===== src/rtl/dmem_ctrl.sv =====
// Data-memory access controller: turns core load/store requests into a
// held req/ack handshake, freezing the pipeline until the access completes.
module dmem_ctrl #(
   parameter int unsigned TIMEOUT = 255
) (
   input  logic        clk,
   input  logic        reset,
   input  logic        MemWrite,
   input  logic        MemRead,
   input  logic [31:0] ALUResult,
   input  logic [31:0] WriteData,
   output logic [31:0] ReadData,
   output logic        Stall,
   output logic        mem_req,
   output logic        mem_we,
   output logic [29:0] mem_addr,
   output logic [31:0] mem_wdata,
   input  logic        mem_ack,
   input  logic [31:0] mem_rdata,
   output logic        MisalignErr,
   output logic        TimeoutErr
);

   localparam logic [7:0] LP_TIMEOUT = 8'(TIMEOUT);

   typedef enum logic [1:0] {IDLE, REQ, DONE} state_t;

   state_t      r_state;
   state_t      w_next;
   logic [29:0] r_addr;
   logic [31:0] r_wdata;
   logic        r_we;
   logic [7:0]  r_count;
   logic [31:0] r_readData;
   logic        r_misalign;
   logic        r_timeoutErr;

   logic        w_access;
   logic        w_aligned;
   logic        w_misaligned;
   logic        w_timeout;

   assign w_access     = MemRead | MemWrite;
   assign w_aligned    = w_access && (ALUResult[1:0] == 2'b00);
   assign w_misaligned = w_access && (ALUResult[1:0] != 2'b00);
   assign w_timeout    = (r_count == LP_TIMEOUT);

   assign ReadData    = r_readData;
   assign mem_we      = r_we;
   assign mem_addr    = r_addr;
   assign mem_wdata   = r_wdata;
   assign MisalignErr = r_misalign;
   assign TimeoutErr  = r_timeoutErr;

   always_ff @(posedge clk) begin
      if (reset) begin
         r_state <= IDLE;
      end else begin
         r_state <= w_next;
      end
   end

   // Stall in IDLE is combinational so the core freezes in the capture cycle.
   always_comb begin
      w_next  = r_state;
      Stall   = 1'b0;
      mem_req = 1'b0;
      case (r_state)
         IDLE: begin
            Stall = w_aligned;
            if (w_aligned) begin
               w_next = REQ;
            end
         end
         REQ: begin
            Stall   = 1'b1;
            mem_req = 1'b1;
            if (mem_ack || w_timeout) begin
               w_next = DONE;
            end
         end
         DONE: begin
            w_next = IDLE;
         end
         default: begin
            w_next = IDLE;
         end
      endcase
   end

   // An ack in the same cycle as the last allowed wait still wins over abort.
   always_ff @(posedge clk) begin
      if (reset) begin
         r_addr       <= '0;
         r_wdata      <= '0;
         r_we         <= 1'b0;
         r_count      <= '0;
         r_readData   <= '0;
         r_misalign   <= 1'b0;
         r_timeoutErr <= 1'b0;
      end else begin
         r_misalign <= (r_state == IDLE) && w_misaligned;
         case (r_state)
            IDLE: begin
               if (w_aligned) begin
                  r_addr  <= ALUResult[31:2];
                  r_wdata <= WriteData;
                  r_we    <= MemWrite;
                  r_count <= '0;
               end
            end
            REQ: begin
               if (mem_ack) begin
                  if (!r_we) begin
                     r_readData <= mem_rdata;
                  end
               end else if (w_timeout) begin
                  r_timeoutErr <= 1'b1;
                  r_readData   <= '0;
               end else begin
                  r_count <= r_count + 8'd1;
               end
            end
            default: begin
            end
         endcase
      end
   end

endmodule


===== config.mk =====
export PLATFORM = sky130hd
export DESIGN_NAME = dmem_ctrl
export DESIGN_NICKNAME = d
export VERILOG_FILES = /design/src/rtl/dmem_ctrl.sv
export SDC_FILE = /design/constraint.sdc
export NUM_CORES = 1
export LEC_CHECK = 0
export CAP_MARGIN = 20
export CORE_ASPECT_RATIO = 2
export CORE_MARGIN = 4
export CORE_UTILIZATION = 42
export DETAILED_ROUTE_END_ITERATION = 8
export GPL_TIMING_DRIVEN = 0
export PLACE_DENSITY = 0.85
export SLEW_MARGIN = 15
export SYNTH_ARGS = -nofsm -noshare
export SYNTH_HDL_FRONTEND = slang
export SYNTH_SLANG_ARGS = --single-unit

===== constraint.sdc =====
create_clock -name clk -period 3.1 [get_ports clk]
set_input_delay 0.62 -clock clk [delete_from_list [all_inputs] [get_ports clk]]
set_output_delay 0.62 -clock clk [all_outputs]
set_load 0.01 [all_outputs]

==> impl_metrics.json, run 1 <==
{
  "status": "finished clean",
  "synthesis.nets": 529,
  "post_cts_resized": 0,
  "crit_fanout": 6,
  "routedWlPerCell_um": 17.06,
  "synth_cells": 427,
  "start_kind": "primary input",
  "critPathRequiredTime_ps": 2480,
  "syn-mean-instance-area_um2": 9.019,
  "drive_above_1_share_pct": 5.928,
  "htreeDepth": 3,
  "die_x_um": 75.71,
  "drtIter0Drc": 141,
  "first_pass_iters": 4,
  "synthToLayoutAreaGrowth_pct": 62.90,
  "setup_viol_count_final": 0,
  "path_buf_inv": 2,
  "maxSlewHeadroom_pct": 62.39,
  "synth_top_area_cell": "dfxtp_1",
  "clock_path_buffers": 2,
  "hold_viol": 0,
  "num_vias": 3855,
  "synth_top_area_share_pct": 55.62,
  "grt_pass1_vias": 3818,
  "seq_area_frac_synth_pct": 55.62,
  "postCtsSetupBuffers": 0,
  "finalCritPeriodShare_pct": 90.86,
  "synth_most_common_cell": "nand2_1",
  "grt_pass1_wl_mm": 18.89,
  "cts_buffers": 9,
  "fill_cells": 671,
  "worstPathArrival_ps": 2200,
  "min_period_ps": 2817,
  "dieArea_um2": 10860,
  "finalClockSkew_ps": 9.212,
  "synth_warnings": 0,
  "cts_tree": "done",
  "hpwl_mm": 9.931,
  "root_buffer": "clkbuf_16",
  "crit_family": "buffers and inverters",
  "antenna_found_initial": 0,
  "fmax_mhz": 355.0,
  "netlist_top_cells_count": "nand2_1, dfxtp_1, a21oi_1, a22o_1",
  "grt_max_degree": 19,
  "p_per_area_nw_per_um2": 483.5,
  "p_leak_nw": 2.312,
  "syn-cell-area_um2": 3851,
  "clock_sinks": 107,
  "clkTransAtPathRegs_ps": 80,
  "synthDistinctLibCells": 41,
  "end_kind": "primary output",
  "io_buffers": 198,
  "ant_nets": 0,
  "min_path_type": "register to register",
  "worst_pin_slew_ps": 564.2,
  "fin_ws_ps": 283.3,
  "io_pins": 200,
  "fin_tns_setup_ps": 0,
  "track_usage_pct": 22.92,
  "ys_async_sr_fraction_pct": 0,
  "overflow": 0,
  "clk_latency_ps": 350,
  "crit_slowest_cell": "clkdlybuf4s50_1",
  "rows": 49,
  "slew_violations": 0,
  "via_per_inst": 5.188,
  "crit_chain": "clkdlybuf4s50_1 -> nor2_1 -> a21oi_1 -> nor2_1 -> clkdlybuf4s50_1",
  "grt_setup_unrepaired": "false",
  "holdBufCountCts": 0,
  "core_area_um2": 8951,
  "gp_congestion": 0.8757,
  "drv_cap": 0,
  "synth-main-ff-cell": "dfxtp_1",
  "routed_wl_mm": 12.68,
  "pre_cts_ws_ps": 281.7,
  "cpPeakStageDelay_ps": 550,
  "die_y_um": 143.4,
  "path_class": "primary input to primary output",
  "drc": 0,
  "start_util_pct": 43.02,
  "ys_ff_latch": 107,
  "nets": 738,
  "synthTopCellsByArea": "dfxtp_1, nand2_1, a21oi_1, a22o_1, buf_6",
  "synth_edf_count": 0,
  "peakVddDrop_mv": 0.3038,
  "diodes": 0
}
-- stage by stage --
step	util [%]	area (um^2)	hold WS (ps)	power, mW	instances
floorplan	-	3851	460.8	1.624	427
global placement	66.59	5961	442.1	1.878	727
detailed placement	66.59	5961	446.3	1.888	727
CTS	70.09	6274	457.0	3.059	743
global route	70.09	6274	481.8	3.149	743
finish	70.09	6274	455.9	3.034	743
-- per-layer routing --
layer,GRT usage (%),share of wire (%),vias to the layer above
met5,0,0,-
met4,13.00,4.6,0
met3,4.972,7.3,43
met2,41.72,55,164
met1,22.78,34,1771
li1,-,-,1877
-- cell type report --
class	instances	area [um^2]	share of cell area [%]
buffer	29	192.7	3.071
clock buffer	10	239.0	3.809
clock inverter	6	73.82	1.177
inverter	3	11.26	0.1795
multi-input combinational	288	1505	23.99
sequential	107	2142	34.14
tap	102	127.6	2.034
timing repair buffer	198	1982	31.59
-- worst reg2reg max path, stage by stage, from the launching register on --
cell and delay, ps:
dfxtp_1 380, ha_1 290, nand3_1 140, o31ai_2 230, a21oi_2 150, buf_6 170, a22o_1 190
-- placed cells by master, fill, tap and decap left out, drive strengths merged, types with 2 or more instances in the layout --
master         synthesis  routed
inv                    3       4
nor3                   4       4
clkbuf                 9      19
clkdlybuf4s50          0     198
and3                   5       5
a22o                  32      32
buf                   20      20
a21oi                 67      67
nor3b                  4       4
o21ai                  2       2
nand2                133     133
dfxtp                107     107
nand4                  2       2
nand2b                 2       2
nor2                   9       9
a211o                  2       2
clkinvlp               0       2
clkinv                 0       2
nand3                  9       9
-- final timing paths --
path	start	end	slack (ps)	cells past startpoint
setup / recovery	ALUResult[1]	Stall	280	5
hold / removal	mem_wdata[14]	mem_wdata[14]	460	2
setup reg to reg	r_count[0]	ReadData[27]	1420	6
hold reg to reg	mem_wdata[14]	mem_wdata[14]	460	2
-- cell families (layout without fill, tap and decap cells) --
family | count (synthesis) | after routing | share of synthesized area (%)
buffers and inverters | 32 | 246 | 5.296
adders and majority gates | 1 | 1 | 0.3248
muxes | 2 | 2 | 0.5523
DFF | 107 | 107 | 55.62
and+or+nand+nor | 172 | 172 | 19.17
AOI/OAI and AO/OA | 113 | 113 | 19.04
-- flip-flops by register name (all words and copies together), names as in the netlist --
register and cells:
ReadData 32, mem_we 1, r_count 8, mem_addr 30
r_state 2, mem_wdata 32, TimeoutErr 1, MisalignErr 1
-- power breakdown --
part / leakage [nW] / total [mW] / switching, mW / internal, mW
logic: 1.30 / 0.411 / 0.169 / 0.242
registers: 0.869 / 1.45 / 0.0254 / 1.42
clock network: 0.147 / 1.18 / 0.519 / 0.657
total: 2.31 / 3.03 / 0.713 / 2.32
No activity file was read; power rests on OpenSTA's default activity.
==> inputs of run 2 (changes only) <==
--- a/config.mk
+++ b/config.mk
@@ -12,6 +12,7 @@
 export DETAILED_ROUTE_END_ITERATION = 8
 export GPL_TIMING_DRIVEN = 0
 export PLACE_DENSITY = 0.85
+export SETUP_SLACK_MARGIN = 0.1
 export SLEW_MARGIN = 15
 export SYNTH_ARGS = -nofsm -noshare
 export SYNTH_HDL_FRONTEND = slang
==> results of run 2 <==
The final DEF is identical to that of run 1; final timing and power are the same.
==> inputs of run 3 (changes only) <==
--- a/config.mk
+++ b/config.mk
@@ -11,7 +11,7 @@
 export CORE_UTILIZATION = 42
 export DETAILED_ROUTE_END_ITERATION = 8
 export GPL_TIMING_DRIVEN = 0
-export PLACE_DENSITY = 0.85
+export PLACE_DENSITY = 0.95
 export SETUP_SLACK_MARGIN = 0.1
 export SLEW_MARGIN = 15
 export SYNTH_ARGS = -nofsm -noshare
==> run 3 against run 2 <==
Sequential cell count unchanged. Global-route usage is 1.1 points higher. Final area did not move. First-iteration DRC count is 6.4% lower.
==> impl_metrics.json, run 3 (synthesis gave the netlist of run 1 again) <==
{
  "p_total_mw": 3.036,
  "fin_util_pct": 70.09,
  "min_path_type": "register to register",
  "p_leak_nw": 2.312,
  "p_sw_uw": 716.0,
  "drtIter0Drc": 132,
  "core_area_um2": 8951,
  "start_kind": "primary input",
  "routed_wl_mm": 13.27,
  "met1_usage_pct": 21.44,
  "final_cell_mix": "clkdlybuf4s50_1, nand2_1, dfxtp_1",
  "die_y_um": 143.4,
  "peakVddDrop_mv": 0.3946,
  "grt_max_degree": 19,
  "post_cts_resized": 0,
  "antenna_found_initial": 0,
  "rows": 49,
  "end_kind": "primary output",
  "gp_congestion": 0.8857,
  "finalCritPeriodShare_pct": 91.91,
  "cts_tree": "done",
  "p_per_area_nw_per_um2": 484.0,
  "diodes": 0,
  "whs_ps": 455.4,
  "hold_viol": 0,
  "postCtsSetupBuffers": 0,
  "p_comb_share_pct": 13.7,
  "synthToLayoutAreaGrowth_pct": 62.90,
  "path_class": "primary input to primary output",
  "fmax_mhz": 351.0,
  "use_met3_pct": 5.112,
  "drive_above_1_share_pct": 5.928,
  "cts_buffers": 9,
  "maxSlewHeadroom_pct": 64.98,
  "final_area_um2": 6274,
  "clkPwrFrac_pct": 38.7,
  "top_usage_layer": "met2",
  "worst_pin_slew_ps": 525.4,
  "placed_area_um2": 5961,
  "nets": 738,
  "root_buffer": "clkbuf_16",
  "first_pass_iters": 4,
  "start_util_pct": 43.02,
  "hpwl_mm": 10.33,
  "critPathRequiredTime_ps": 2480,
  "seq_power_share_pct": 47.7,
  "fin_tns_setup_ps": 0,
  "grt_pass1_wl_mm": 19.83,
  "drc": 0,
  "htreeDepth": 3,
  "grt_setup_unrepaired": "false",
  "track_usage_pct": 24.04,
  "grt_pass1_vias": 4195,
  "via_per_inst": 5.369,
  "io_buffers": 198,
  "setup_viol_count_final": 0,
  "io_pins": 200,
  "slew_violations": 0,
  "clkTransAtPathRegs_ps": 80,
  "routedWlPerCell_um": 17.87,
  "num_vias": 3989,
  "grtUsageMet2_pct": 44.37,
  "finalClockSkew_ps": 10.95,
  "p_sw_share_pct": 23.58,
  "dieArea_um2": 10860,
  "overflow": 0,
  "ant_nets": 0,
  "crit_fanout": 6,
  "drv_cap": 0,
  "die_x_um": 75.71,
  "clk_latency_ps": 350,
  "holdBufCountCts": 0,
  "worstPathArrival_ps": 2230,
  "p_int_mw": 2.320,
  "min_period_ps": 2849,
  "mostFrequentLayoutCell": "clkdlybuf4s50_1",
  "clock_path_buffers": 2,
  "status": "finished clean",
  "clock_sinks": 107
}
-- run 3: cell counts in the layout (fill, tap and decap cells not counted) --
No cell type changed its count.
-- run 3: worst max-delay path: stages --
cell and delay (ps):
clkdlybuf4s50_1 490, or2_1 110, clkbuf_1 250, a21oi_1 110, nor2_1 100, clkdlybuf4s50_1 540
-- run 3: metal layers --
metal  vias to the layer above  part of all wire (%)
li1                       1874                     -
met5                         -                     0
met1                      1836                    32
met2                       218                    55
met3                        61                   6.6
met4                         0                   6.7
-- run 3: worst paths after layout --
kind	depth (start not counted)	endpoint	start	slack [ps]
worst max-delay path	6	Stall	MemWrite	250
worst min-delay path	2	mem_wdata[13]	mem_wdata[13]	460
worst max register to register	5	mem_addr[25]	r_state[1]	1430
worst min register to register	2	mem_wdata[13]	mem_wdata[13]	460
-- run 3: layout make-up --
| class | count | area, um^2 |
|---|---|---|
| Multi-Input combinational cell | 288 | 1505 |
| Timing Repair Buffer | 198 | 1982 |
| Inverter | 3 | 11.26 |
| Tap cell | 102 | 127.6 |
| Buffer | 29 | 192.7 |
| Sequential cell | 107 | 2142 |
| Clock buffer | 10 | 239.0 |
| Clock inverter | 6 | 73.82 |
| Fill cell | 679 | 2678 |
-- run 3: power groups by stage --
| stage | logic [mW] | registers [mW] | clock network (mW) |
|---|---|---|---|
| after global routing | 0.443 | 1.45 | 1.24 |
| after global placement | 0.402 | 1.47 | 0 |
| after CTS | 0.417 | 1.45 | 1.19 |
| after detailed placement | 0.413 | 1.48 | 0 |
| after floorplan | 0.126 | 1.50 | 0 |
| final | 0.415 | 1.45 | 1.17 |
-- run 3: through the flow --
step,setup WS [ps],std cells
4_1_cts,256.3,743
2_1_floorplan,1291,427
3_5_place_dp,277.5,727
5_1_grt,165.6,743
6_report,250.8,743
3_3_place_gp,281.3,727
